**src/rtl/alu_arbiter_if.sv**
```systemverilog
// Bundles the two requester channels, the response channels and the shared-ALU
// connection of alu_arbiter; the slave modport is the arbiter's view.
interface alu_arbiter_if #(
  parameter int WIDTH = 32
);
  logic             req0_valid;
  logic             req1_valid;
  logic             req0_ready;
  logic             req1_ready;
  logic [WIDTH-1:0] req0_a;
  logic [WIDTH-1:0] req1_a;
  logic [WIDTH-1:0] req0_b;
  logic [WIDTH-1:0] req1_b;
  logic [1:0]       req0_op;
  logic [1:0]       req1_op;
  logic             req0_setflags;
  logic             req1_setflags;

  logic             resp0_valid;
  logic             resp1_valid;
  logic [WIDTH-1:0] resp0_result;
  logic [WIDTH-1:0] resp1_result;
  logic [3:0]       resp0_flags;
  logic [3:0]       resp1_flags;

  logic [WIDTH-1:0] alu_a;
  logic [WIDTH-1:0] alu_b;
  logic [1:0]       alu_control;
  logic [WIDTH-1:0] alu_result;
  logic [3:0]       alu_flags;

  logic             busy;

  modport slave (
    input  req0_valid, req1_valid, req0_a, req1_a, req0_b, req1_b,
           req0_op, req1_op, req0_setflags, req1_setflags,
           alu_result, alu_flags,
    output req0_ready, req1_ready,
           resp0_valid, resp1_valid, resp0_result, resp1_result,
           resp0_flags, resp1_flags,
           alu_a, alu_b, alu_control, busy
  );

  modport master (
    output req0_valid, req1_valid, req0_a, req1_a, req0_b, req1_b,
           req0_op, req1_op, req0_setflags, req1_setflags,
           alu_result, alu_flags,
    input  req0_ready, req1_ready,
           resp0_valid, resp1_valid, resp0_result, resp1_result,
           resp0_flags, resp1_flags,
           alu_a, alu_b, alu_control, busy
  );
endinterface

```
**src/rtl/alu_arbiter.sv**
```systemverilog
// Round-robin arbiter sharing one combinational ALU between two requesters.
// One operation per two cycles: IDLE accepts, EXEC captures the ALU output.
module alu_arbiter #(
  parameter int WIDTH = 32
) (
  input logic          clk,
  input logic          reset,
  alu_arbiter_if.slave bus
);

  typedef enum logic {
    IDLE = 1'b0,
    EXEC = 1'b1
  } state_e;

  state_e           state_q, state_d;
  logic             last_q, last_d;
  logic             id_q, id_d;
  logic             sf_q, sf_d;
  logic [1:0]       op_q, op_d;
  logic [WIDTH-1:0] a_q, a_d;
  logic [WIDTH-1:0] b_q, b_d;

  logic             resp0_valid_q, resp0_valid_d;
  logic             resp1_valid_q, resp1_valid_d;
  logic [WIDTH-1:0] resp0_result_q, resp0_result_d;
  logic [WIDTH-1:0] resp1_result_q, resp1_result_d;
  logic [3:0]       flags0_q, flags0_d;
  logic [3:0]       flags1_q, flags1_d;

  logic             grant;
  logic             accept;

  // Under contention the requester that did not win last time gets the grant.
  always_comb begin
    grant = 1'b0;
    if (bus.req0_valid && bus.req1_valid) begin
      grant = ~last_q;
    end else if (bus.req1_valid) begin
      grant = 1'b1;
    end
  end

  assign accept = bus.req0_valid || bus.req1_valid;

  always_comb begin
    state_d        = state_q;
    last_d         = last_q;
    id_d           = id_q;
    sf_d           = sf_q;
    op_d           = op_q;
    a_d            = a_q;
    b_d            = b_q;
    resp0_valid_d  = 1'b0;
    resp1_valid_d  = 1'b0;
    resp0_result_d = resp0_result_q;
    resp1_result_d = resp1_result_q;
    flags0_d       = flags0_q;
    flags1_d       = flags1_q;
    bus.req0_ready = 1'b0;
    bus.req1_ready = 1'b0;

    case (state_q)
      IDLE: begin
        bus.req0_ready = bus.req0_valid && !grant;
        bus.req1_ready = bus.req1_valid && grant;
        if (accept) begin
          state_d = EXEC;
          last_d  = grant;
          id_d    = grant;
          if (grant) begin
            a_d  = bus.req1_a;
            b_d  = bus.req1_b;
            op_d = bus.req1_op;
            sf_d = bus.req1_setflags;
          end else begin
            a_d  = bus.req0_a;
            b_d  = bus.req0_b;
            op_d = bus.req0_op;
            sf_d = bus.req0_setflags;
          end
        end
      end

      EXEC: begin
        state_d = IDLE;
        if (id_q) begin
          resp1_valid_d  = 1'b1;
          resp1_result_d = bus.alu_result;
          if (sf_q) begin
            flags1_d = bus.alu_flags;
          end
        end else begin
          resp0_valid_d  = 1'b1;
          resp0_result_d = bus.alu_result;
          if (sf_q) begin
            flags0_d = bus.alu_flags;
          end
        end
      end

      default: begin
        state_d = IDLE;
      end
    endcase
  end

  // ---- stage boundary: control, responses and flag registers ----
  always_ff @(posedge clk) begin
    if (reset) begin
      state_q        <= IDLE;
      last_q         <= 1'b1;
      id_q           <= 1'b0;
      sf_q           <= 1'b0;
      resp0_valid_q  <= 1'b0;
      resp1_valid_q  <= 1'b0;
      resp0_result_q <= '0;
      resp1_result_q <= '0;
      flags0_q       <= 4'b0000;
      flags1_q       <= 4'b0000;
    end else begin
      state_q        <= state_d;
      last_q         <= last_d;
      id_q           <= id_d;
      sf_q           <= sf_d;
      resp0_valid_q  <= resp0_valid_d;
      resp1_valid_q  <= resp1_valid_d;
      resp0_result_q <= resp0_result_d;
      resp1_result_q <= resp1_result_d;
      flags0_q       <= flags0_d;
      flags1_q       <= flags1_d;
    end
  end

  // ---- stage boundary: latched operands, only meaningful while in EXEC ----
  always_ff @(posedge clk) begin
    a_q  <= a_d;
    b_q  <= b_d;
    op_q <= op_d;
  end

  assign bus.busy         = (state_q == EXEC);
  assign bus.alu_a        = (state_q == EXEC) ? a_q : '0;
  assign bus.alu_b        = (state_q == EXEC) ? b_q : '0;
  assign bus.alu_control  = (state_q == EXEC) ? op_q : 2'b00;

  assign bus.resp0_valid  = resp0_valid_q;
  assign bus.resp1_valid  = resp1_valid_q;
  assign bus.resp0_result = resp0_result_q;
  assign bus.resp1_result = resp1_result_q;
  assign bus.resp0_flags  = flags0_q;
  assign bus.resp1_flags  = flags1_q;

endmodule

```
**src/flat_wrapper.sv**
```systemverilog
// flat-port wrapper written by rule: the top's interface ports become plain ports
module alu_arbiter_flat 
#(
  parameter int WIDTH = 32
)
  (clk, reset, bus_req0_valid, bus_req1_valid, bus_req0_a, bus_req1_a, bus_req0_b, bus_req1_b, bus_req0_op, bus_req1_op, bus_req0_setflags, bus_req1_setflags, bus_alu_result, bus_alu_flags, bus_req0_ready, bus_req1_ready, bus_resp0_valid, bus_resp1_valid, bus_resp0_result, bus_resp1_result, bus_resp0_flags, bus_resp1_flags, bus_alu_a, bus_alu_b, bus_alu_control, bus_busy);
  alu_arbiter_if #(.WIDTH(WIDTH)) bus_i ();
  input logic clk;
  input logic reset;
  input wire logic [$bits(bus_i.req0_valid)-1:0] bus_req0_valid;
  input wire logic [$bits(bus_i.req1_valid)-1:0] bus_req1_valid;
  input wire logic [$bits(bus_i.req0_a)-1:0] bus_req0_a;
  input wire logic [$bits(bus_i.req1_a)-1:0] bus_req1_a;
  input wire logic [$bits(bus_i.req0_b)-1:0] bus_req0_b;
  input wire logic [$bits(bus_i.req1_b)-1:0] bus_req1_b;
  input wire logic [$bits(bus_i.req0_op)-1:0] bus_req0_op;
  input wire logic [$bits(bus_i.req1_op)-1:0] bus_req1_op;
  input wire logic [$bits(bus_i.req0_setflags)-1:0] bus_req0_setflags;
  input wire logic [$bits(bus_i.req1_setflags)-1:0] bus_req1_setflags;
  input wire logic [$bits(bus_i.alu_result)-1:0] bus_alu_result;
  input wire logic [$bits(bus_i.alu_flags)-1:0] bus_alu_flags;
  output wire logic [$bits(bus_i.req0_ready)-1:0] bus_req0_ready;
  output wire logic [$bits(bus_i.req1_ready)-1:0] bus_req1_ready;
  output wire logic [$bits(bus_i.resp0_valid)-1:0] bus_resp0_valid;
  output wire logic [$bits(bus_i.resp1_valid)-1:0] bus_resp1_valid;
  output wire logic [$bits(bus_i.resp0_result)-1:0] bus_resp0_result;
  output wire logic [$bits(bus_i.resp1_result)-1:0] bus_resp1_result;
  output wire logic [$bits(bus_i.resp0_flags)-1:0] bus_resp0_flags;
  output wire logic [$bits(bus_i.resp1_flags)-1:0] bus_resp1_flags;
  output wire logic [$bits(bus_i.alu_a)-1:0] bus_alu_a;
  output wire logic [$bits(bus_i.alu_b)-1:0] bus_alu_b;
  output wire logic [$bits(bus_i.alu_control)-1:0] bus_alu_control;
  output wire logic [$bits(bus_i.busy)-1:0] bus_busy;
  assign bus_i.req0_valid = bus_req0_valid;
  assign bus_i.req1_valid = bus_req1_valid;
  assign bus_i.req0_a = bus_req0_a;
  assign bus_i.req1_a = bus_req1_a;
  assign bus_i.req0_b = bus_req0_b;
  assign bus_i.req1_b = bus_req1_b;
  assign bus_i.req0_op = bus_req0_op;
  assign bus_i.req1_op = bus_req1_op;
  assign bus_i.req0_setflags = bus_req0_setflags;
  assign bus_i.req1_setflags = bus_req1_setflags;
  assign bus_i.alu_result = bus_alu_result;
  assign bus_i.alu_flags = bus_alu_flags;
  assign bus_req0_ready = bus_i.req0_ready;
  assign bus_req1_ready = bus_i.req1_ready;
  assign bus_resp0_valid = bus_i.resp0_valid;
  assign bus_resp1_valid = bus_i.resp1_valid;
  assign bus_resp0_result = bus_i.resp0_result;
  assign bus_resp1_result = bus_i.resp1_result;
  assign bus_resp0_flags = bus_i.resp0_flags;
  assign bus_resp1_flags = bus_i.resp1_flags;
  assign bus_alu_a = bus_i.alu_a;
  assign bus_alu_b = bus_i.alu_b;
  assign bus_alu_control = bus_i.alu_control;
  assign bus_busy = bus_i.busy;
  alu_arbiter #(.WIDTH(WIDTH)) u_core (.clk(clk), .reset(reset), .bus(bus_i));
endmodule
```
**config.mk**
```make
export PLATFORM = sky130hd
export DESIGN_NAME = alu_arbiter_flat
export DESIGN_NICKNAME = d
export VERILOG_FILES = /design/src/rtl/alu_arbiter_if.sv /design/src/rtl/alu_arbiter.sv /design/src/flat_wrapper.sv
export SDC_FILE = /design/constraint.sdc
export NUM_CORES = 1
export LEC_CHECK = 0
export BUFFER_PORTS_ARGS = -buffer_cell sky130_fd_sc_hd__clkbuf_2
export CORE_MARGIN = 2
export CORE_UTILIZATION = 41
export CTS_CLUSTER_SIZE = 10
export DETAILED_ROUTE_END_ITERATION = 12
export GPL_ROUTABILITY_DRIVEN = 0
export GPL_TIMING_DRIVEN = 0
export PLACE_DENSITY = 0.8
export SKIP_CTS_REPAIR_TIMING = 1
export SLEW_MARGIN = 20
export SYNTH_ARGS = -nofsm -noshare
export SYNTH_HDL_FRONTEND = slang
export SYNTH_SLANG_ARGS = --single-unit
```
**constraint.sdc**
```tcl
create_clock -name clk -period 2.4 [get_ports clk]
set_clock_uncertainty 0.1 [all_clocks]
set_input_delay 0.24 -clock clk [delete_from_list [all_inputs] [get_ports clk]]
set_output_delay 0.24 -clock clk [all_outputs]
set_load 0.01 [all_outputs]
```
-- After elaboration in Yosys (flattened, before gate mapping)
Cells that the tools add are included.
- register bits after elaboration: 144
- input bits: 174
- output and inout port bits: 143
- logic and storage cells: 42
- muxes and demuxes: 15
- bitwise logic cells: 3
- reduce and logical (&&, ||, !) cells: 11
- operator list (operator ; count):
    $mux 32 ; 4
    $mux 1 ; 8
    $reduce_and 2->1 ; 3
    $reduce_and 3->1 ; 2
    $mux 2 ; 2
    $logic_and 1x1->1 ; 3
    $not 1->1 ; 3
    $pmux 1 s2 ; 1
    $reduce_or 2->1 ; 1
    $logic_not 1->1 ; 1
    $logic_or 1x1->1 ; 1

-- Logic depth before layout (Yosys ltp)
Gate-level depths: netlist of run 1.
- word-level depth: 5
- mapped depth: 6

-- Worst setup path before layout of run 1
No wires, ideal clock.
- path kind: reg2reg
- start point: reg u_core.state_q, in the netlist u_core.bus.busy
- end point: reg u_core.a_q[0], enable pin
- arrival: 2.015 ns
- data required time: 1.878 ns
- slack: -0.136 ns
- stages on the path, launching flop included: 4
- path buffers: 1
- clock period less this slack: 2.536 ns
- cell sequence: dfxtp_1 -> buf_2 -> o21bai_1 -> inv_1
- word-level cells in the longest chain between the ends: 2
- ends and longest elaborated chain (item ; line ; RTL):
    from (decl) ; alu_arbiter.sv:16 ; state_e state_q, state_d;
    from (signal assigned) ; alu_arbiter.sv:122 ; state_q <= state_d;
    $not 1->1 ; - ;
    $reduce_and 2->1 (no source line) ; - ;
    to (signal assigned) ; alu_arbiter.sv:137 ; a_q <= a_d;
    to (decl) ; alu_arbiter.sv:21 ; logic [WIDTH-1:0] a_q, a_d;
Every way passes these cells.
A chain may end at the register's enable or synchronous reset.

-- Final worst setup path of run 1
- start point: reg u_core.state_q, in the netlist u_core.bus.busy
- end point: out bus_alu_a[24]
- word-level cells in the longest chain between the ends: 1
- ends and longest elaborated chain (item ; line ; RTL):
    $mux 32 ; alu_arbiter.sv:143 ; assign bus.alu_a = (state_q == EXEC) ? a_q : '0;
    to (decl) ; flat_wrapper.sv:30 ; output wire logic [$bits(bus_i.alu_a)-1:0] bus_alu_a;
Every way passes these cells.

==> flow_summary.toml, run 1 <==
[sta]
post-route-min-period_ns = 2.11
fin_ws_ns = 0.294
final-hold-violation-count = 3
slew_viol_final = 0
worst_pin_slew_ns = 0.555
timing.final.crit_share_pct = 87.8
setup_failing_eps_final = 0
unrepaired_setup_endpoints_after_global_routing = "false"
relSlewSlack_pct = 63.0
fin_worst_hold_slack_ns = -0.00528
max_freq_ghz = 0.475

[pwr]
peakVddDrop_mv = 0.593
report.power.total_w = 0.00619
power.leakage_nw = 3.90
power.density_cell_area_nw_per_um2 = 709

[final_layout]
fin_cells = 1123
antenna-diode-count = 0
syn2layout_area_growth_pct = 46.6
final_core_utilization_pct = 60.7
n_fill_cell = 1212
area.sequential_um2 = 3540
multi_input_area_um2 = 2200
design.final.nets = 1100
final_layout_size_suffix_gt1_share_pct = 46.6

[synth]
ys_dominant_reg_cell = "dfxtp_1"
synth_edf_count = 66
syn-mean-instance-area_um2 = 10.7
synth_top_cell_by_area = "edfxtp_1"
yosys.area.top_type_share_pct = 33.3
ys_warn_count = 0
synth_common_cells = "nand2_1 (138), dfxtp_1 (78), a21oi_1 (72)"
yosys_register_bits = 144
post_synthesis_cell_area_um2 = 5950
mappedNetlistNets = 729
yosys-top-cells-area = "edfxtp_1 (33%), dfxtp_1 (26%), mux2_2 (12%)"
post_synth_inst_count = 555
postSynth.asyncResetShare_pct = 0
seq_area_frac_synth_pct = 59.5
synth.most_common_cell = "nand2_1"
synth_cell_type_count = 22

[cts]
cts_tree = "done"
clock_tree.buffer_depth = 2
cts_root_buffer = "clkbuf_16"
cts_sink_cnt = 144
cts-htree-levels = 4
numCtsBuffers = 17
clk_transition_reported_paths_ns = 0.06
clkLatencyLatePin_ns = 0.41

[hold_path]
whs_endpoint = "u_core.bus.resp1_flags[2]$_SDFFE_PP0P_"
timing.hold.worst.class = "input pin to register"
worstHoldStart = "bus_alu_flags[2]"
holdPathStages = 3

[setup_path]
r2r-start = "u_core.bus.busy$_SDFF_PP0_"
path_delay_family = "buffers and inverters"
path_max_fanout = 10
crit_chain = "clkbuf_1, clkbuf_1, and2_1, clkbuf_2"
end_kind = "output port"
cp.buffers_inverters = 3
r2r_slack_ns = 0.59
worst_path_largest_cell_delay_ns = 0.38
r2r_cells = 5
timing.rr.end = "u_core.a_q[10]$_DFFE_PP_"
cpMostUsedCell = "clkbuf_1"
worst_path_max_delay_cell = "clkbuf_1"
startpoint_type = "register"
path_class = "register to output port"
crit_required_ns = 2.06
timing.critical_path.arrival_ns = 1.77

[global_route]
gr-usage-all-layers_pct = 22.2
grt_overflow = 0
via_count_of_the_first_global_routing_pass = 5211
grt_pass1_wl_mm = 26.8
grt_start_max_net_pins = 36
antenna_violations_before_repair = 0

[detailed_routing]
avgViaCountPerCell = 4.75
routed_len_inst_um = 15.7
via_count = 5335
drt-total-wl_mm = 17.7
drtIter0Drc = 264
post_route_drc = 0
detail_route.first_pass.iterations = 4
ant_nets = 0

[floorplan]
core.rowCount = 44
fp.dieArea_um2 = 15500
design.core.area_um2 = 14400
initial_utilization_pct = 41.4
die_w_um = 125
floorplan.io_pins = 317
die_h_um = 125

[flow_run]
timing.max_cap.violations = 0

[status]
run_status = "complete, but fails checks"
violated_checks = "hold timing"

[placed_design]
post-place-ws_ns = 0.161
dpl.hpwl_mm = 13.4
dpl.cell_count = 1056
place.port_buffers = 315
-- stage by stage --
| step | setup TNS [ns] | instance area (µm²) |
|---|---|---|
| 4_1_cts | 0 | 8380 |
| 2_1_floorplan | 0 | 5960 |
| 5_1_grt | 0 | 8730 |
| 6_report | 0 | 8730 |
| 3_5_place_dp | 0 | 7810 |
| 3_3_place_gp | -33.20 | 7760 |
-- cell usage in the layout (no fill, tap or decap), types with 2 or more instances in the layout --
master	count
buf_4	9
mux2_2	66
inv_4	2
nand3_1	9
clkbuf_1	20
a21oi_1	72
clkinv_2	4
edfxtp_1	66
buf_2	12
and2_1	68
clkbuf_2	315
clkbuf_16	19
nand2_1	138
dfxtp_1	78
clkinvlp_4	3
dlygate4sd3_1	34
inv_6	2
nor2_1	7
-- tightest hold or removal path: stages --
cell	delay (ns)
clkbuf_2	0.09
nand3_1	0.07
a21oi_1	0.06
-- metal layers --
| metal | vias to the layer above | global-route usage [%] | wire (µm) |
|---|---|---|---|
| met5 | - | 0 | 0 |
| met4 | 0 | 8.06 | 482 |
| met3 | 33 | 7.86 | 1340 |
| met2 | 230 | 39.1 | 9160 |
| met1 | 2454 | 24.7 | 6700 |
| li1 | 2618 | - | - |
-- sequential cells by signal, indices dropped and copies added, names as in the netlist --
register and flops:
u_core.a_q 32, u_core.b_q 32, u_core.bus.busy 1, u_core.bus.resp0_flags 4, u_core.bus.resp0_result 32, u_core.bus.resp0_valid 1
u_core.bus.resp1_flags 4, u_core.bus.resp1_result 32, u_core.bus.resp1_valid 1, u_core.id_q 1, u_core.last_q 1, u_core.op_q 2
u_core.sf_q 1
-- final cells by class --
class | instances | share of cell area [%]
flip-flops and latches | 144 | 40.6
multi-input cells | 369 | 25.2
repair buffers | 352 | 22.6
clock buffers | 21 | 5.65
well taps | 184 | 2.64
plain buffers | 40 | 2.32
clock inverters | 11 | 0.846
inverters | 2 | 0.129
-- power breakdown --
group          leakage (nW)  total, W  internal (W)  switching [W]
clock network         0.281   0.00251       0.00147        0.00104
registers              1.28   0.00281       0.00276      0.0000494
logic                  2.34  0.000864      0.000424       0.000440
-- cells by family after synthesis --
logic type             synth area share (%)
AND/OR/NAND/NOR                        17.4
flip-flops                             59.5
AO/OA/AOI/OAI                          6.91
buffers and inverters                  3.53
multiplexers                           12.7
-- how the worst max path moves through the flow --
stage               cells past startpoint                        to                       start
floorplan                               3   u_core.a_q[0]$_DFFE_PP_  u_core.bus.busy$_SDFF_PP0_
finish                                  4             bus_alu_a[24]  u_core.bus.busy$_SDFF_PP0_
CTS                                     5  u_core.op_q[0]$_DFFE_PP_  u_core.bus.busy$_SDFF_PP0_
detailed placement                      5   u_core.b_q[0]$_DFFE_PP_  u_core.bus.busy$_SDFF_PP0_
global placement                        3  u_core.a_q[22]$_DFFE_PP_  u_core.bus.busy$_SDFF_PP0_
global route                            4             bus_alu_a[19]  u_core.bus.busy$_SDFF_PP0_
(Power assumes the default switching activity.)
==> run 2: changes to the inputs <==
--- a/config.mk
+++ b/config.mk
@@ -7,12 +7,12 @@
 export LEC_CHECK = 0
 export BUFFER_PORTS_ARGS = -buffer_cell sky130_fd_sc_hd__clkbuf_2
 export CORE_MARGIN = 2
-export CORE_UTILIZATION = 41
+export CORE_UTILIZATION = 37
 export CTS_CLUSTER_SIZE = 10
 export DETAILED_ROUTE_END_ITERATION = 12
 export GPL_ROUTABILITY_DRIVEN = 0
 export GPL_TIMING_DRIVEN = 0
-export PLACE_DENSITY = 0.8
+export PLACE_DENSITY = 0.74
 export SKIP_CTS_REPAIR_TIMING = 1
 export SLEW_MARGIN = 20
 export SYNTH_ARGS = -nofsm -noshare
==> run 2 against run 1 <==
Net effect: the flow still finishes with violations (hold timing); non-clock buffer count is 3 higher; first-iteration DRC count is 23% lower; clock-buffer cell count is 3 lower; worst hold slack hardly changed; global-route usage is 2.4 points lower; total power is 2.9% higher; routed wire length is 0.53% lower; sequential power hardly changed; fmax is 4.3% lower; cell count is 3.1% higher; core utilization is 5.0 points lower; register-to-register slack worse by 0.11 ns; critical path type is now input pin to output port; largest cell class unchanged; largest power group unchanged; highest routed layer unchanged.
==> flow_summary.toml, run 2 (synthesis gave the netlist of run 1 again) <==
[detailed_routing]
drt-total-wl_mm = 17.6
post_route_drc = 0
detail_route.first_pass.iterations = 6
avgViaCountPerCell = 4.60
via_count = 5323
routed_len_inst_um = 15.2
drtIter0Drc = 202
ant_nets = 0

[final_layout]
multi_input_area_um2 = 2200
n_fill_cell = 1397
layout_common_cells = "clkbuf_2 (315), nand2_1 (138), dfxtp_1 (78), a21oi_1 (72), and2_1 (68)"
design.final.nets = 1103
final_core_utilization_pct = 55.7
layout.cells.most_common = "clkbuf_2"
antenna-diode-count = 0
area.sequential_um2 = 3540
postLayoutCellArea_um2 = 8820
final_layout_size_suffix_gt1_share_pct = 46.7
syn2layout_area_growth_pct = 48.1

[status]
violated_checks = "hold timing"
run_status = "complete, but fails checks"

[cts]
cts_root_buffer = "clkbuf_16"
cts_sink_cnt = 144
clk_transition_reported_paths_ns = 0.06
numCtsBuffers = 17
clkLatencyLatePin_ns = 0.41
clock_tree.buffer_depth = 2
cts-htree-levels = 4
cts_tree = "done"

[sta]
unrepaired_setup_endpoints_after_global_routing = "false"
fin_worst_hold_slack_ns = -0.00556
setup_failing_eps_final = 0
slew_viol_final = 0
post-route-min-period_ns = 2.20
timing.final.crit_share_pct = 91.7
relSlewSlack_pct = 57.8
max_freq_ghz = 0.455
worst_pin_slew_ns = 0.633
final-hold-violation-count = 2

[setup_path]
path_class = "input pin to output port"
path_max_fanout = 10
worst_path_largest_cell_delay_ns = 0.53
startpoint_type = "input pin"
cpMostUsedCell = "clkbuf_2"
end_kind = "output port"
worst_path_max_delay_cell = "dlygate4sd3_1"
crit_required_ns = 2.06
timing.critical_path.arrival_ns = 1.86
crit_chain = "dlygate4sd3_1, clkbuf_2, a21boi_4, buf_2, and2_1, clkbuf_2"

[floorplan]
core.rowCount = 46
initial_utilization_pct = 37.6
floorplan.io_pins = 317
die_w_um = 131
die_h_um = 131
design.core.area_um2 = 15800
fp.dieArea_um2 = 17100

[pwr]
peakVddDrop_mv = 0.459
power.leakage_nw = 3.91
power.density_cell_area_nw_per_um2 = 722

[placed_design]
place.port_buffers = 315
detailed_place.area_um2 = 7850
dpl.hpwl_mm = 13.3

[hold_path]
timing.hold.worst.class = "input pin to register"

[global_route]
grt_start_max_net_pins = 32
grt_pass1_wl_mm = 25.6
via_count_of_the_first_global_routing_pass = 5011
antenna_violations_before_repair = 0
gr-usage-all-layers_pct = 19.8
grt_overflow = 0

[flow_run]
timing.max_cap.violations = 0
==> run 2: cell types whose count changed in the layout (fill, tap and decap cells not counted), sizes merged <==
cell,previous run,this run
buf,24,27
bufinv,0,3
clkbuf,355,352
clkinvlp,3,6
inv,5,2
==> run 2: critical path, delay by kind of cell <==
family / cells / cell delay (ns)
AOI/OAI and AO/OA: 1 / 0.32
buffers and inverters: 4 / 1.13
and+or+nand+nor: 1 / 0.16
==> run 2: worst paths after layout <==
path / from / slack [ns] / to / depth (start not counted)
worst max-delay path: bus_req1_valid / 0.20 / bus_req1_ready / 6
worst min-delay path: bus_alu_flags[2] / -0.006 / u_core.bus.resp1_flags[2]$_SDFFE_PP0P_ / 3
worst max register to register: u_core.bus.busy$_SDFF_PP0_ / 0.48 / u_core.sf_q$_SDFFE_PP0P_ / 7
worst min register to register: u_core.bus.resp0_result[27]$_SDFFE_PP0P_ / 0.35 / u_core.bus.resp0_result[27]$_SDFFE_PP0P_ / 2
==> run 2: cell type report <==
cell class                      instances  area share, %
Buffer                                 40           2.30
Clock buffer                           18           4.87
Clock inverter                         14           1.89
Inverter                                2          0.128
Multi-Input combinational cell        369           24.9
Sequential cell                       144           40.2
Tap cell                              216           3.07
Timing Repair Buffer                  355           22.6
==> run 2: where the power goes <==
part	internal [W]	switching [W]	total, W
Combinational	0.000430	0.000448	0.000878
Sequential	0.00276	0.0000530	0.00281
Clock	0.00163	0.00104	0.00268
Total	0.00482	0.00155	0.00637
==> run 2: through the flow <==
stage	setup TNS [ns]	worst slack, ns	total power (W)	std cells	hold slack, ns
floorplan	0	0.0733	0.00328	555	0.276
finish	0	0.200	0.00637	1158	-0.00556
detailed placement	0	0.0910	0.00369	1088	0.347
global placement	-28.76	-0.438	0.00366	1086	0.342
global route	0	0.0113	0.00662	1158	0.00608
CTS	0	0.0779	0.00636	1120	-0.0578
==> run 2: layer usage <==
layer | routed length [µm] | share of wire, % | vias up | track usage [%]
li1 | - | - | 2624 | -
met5 | 0 | 0 | - | 0
met4 | 490 | 2.8 | 0 | 8.32
met2 | 8610 | 49 | 231 | 33.4
met3 | 1180 | 6.7 | 40 | 5.99
met1 | 7300 | 42 | 2428 | 23.6
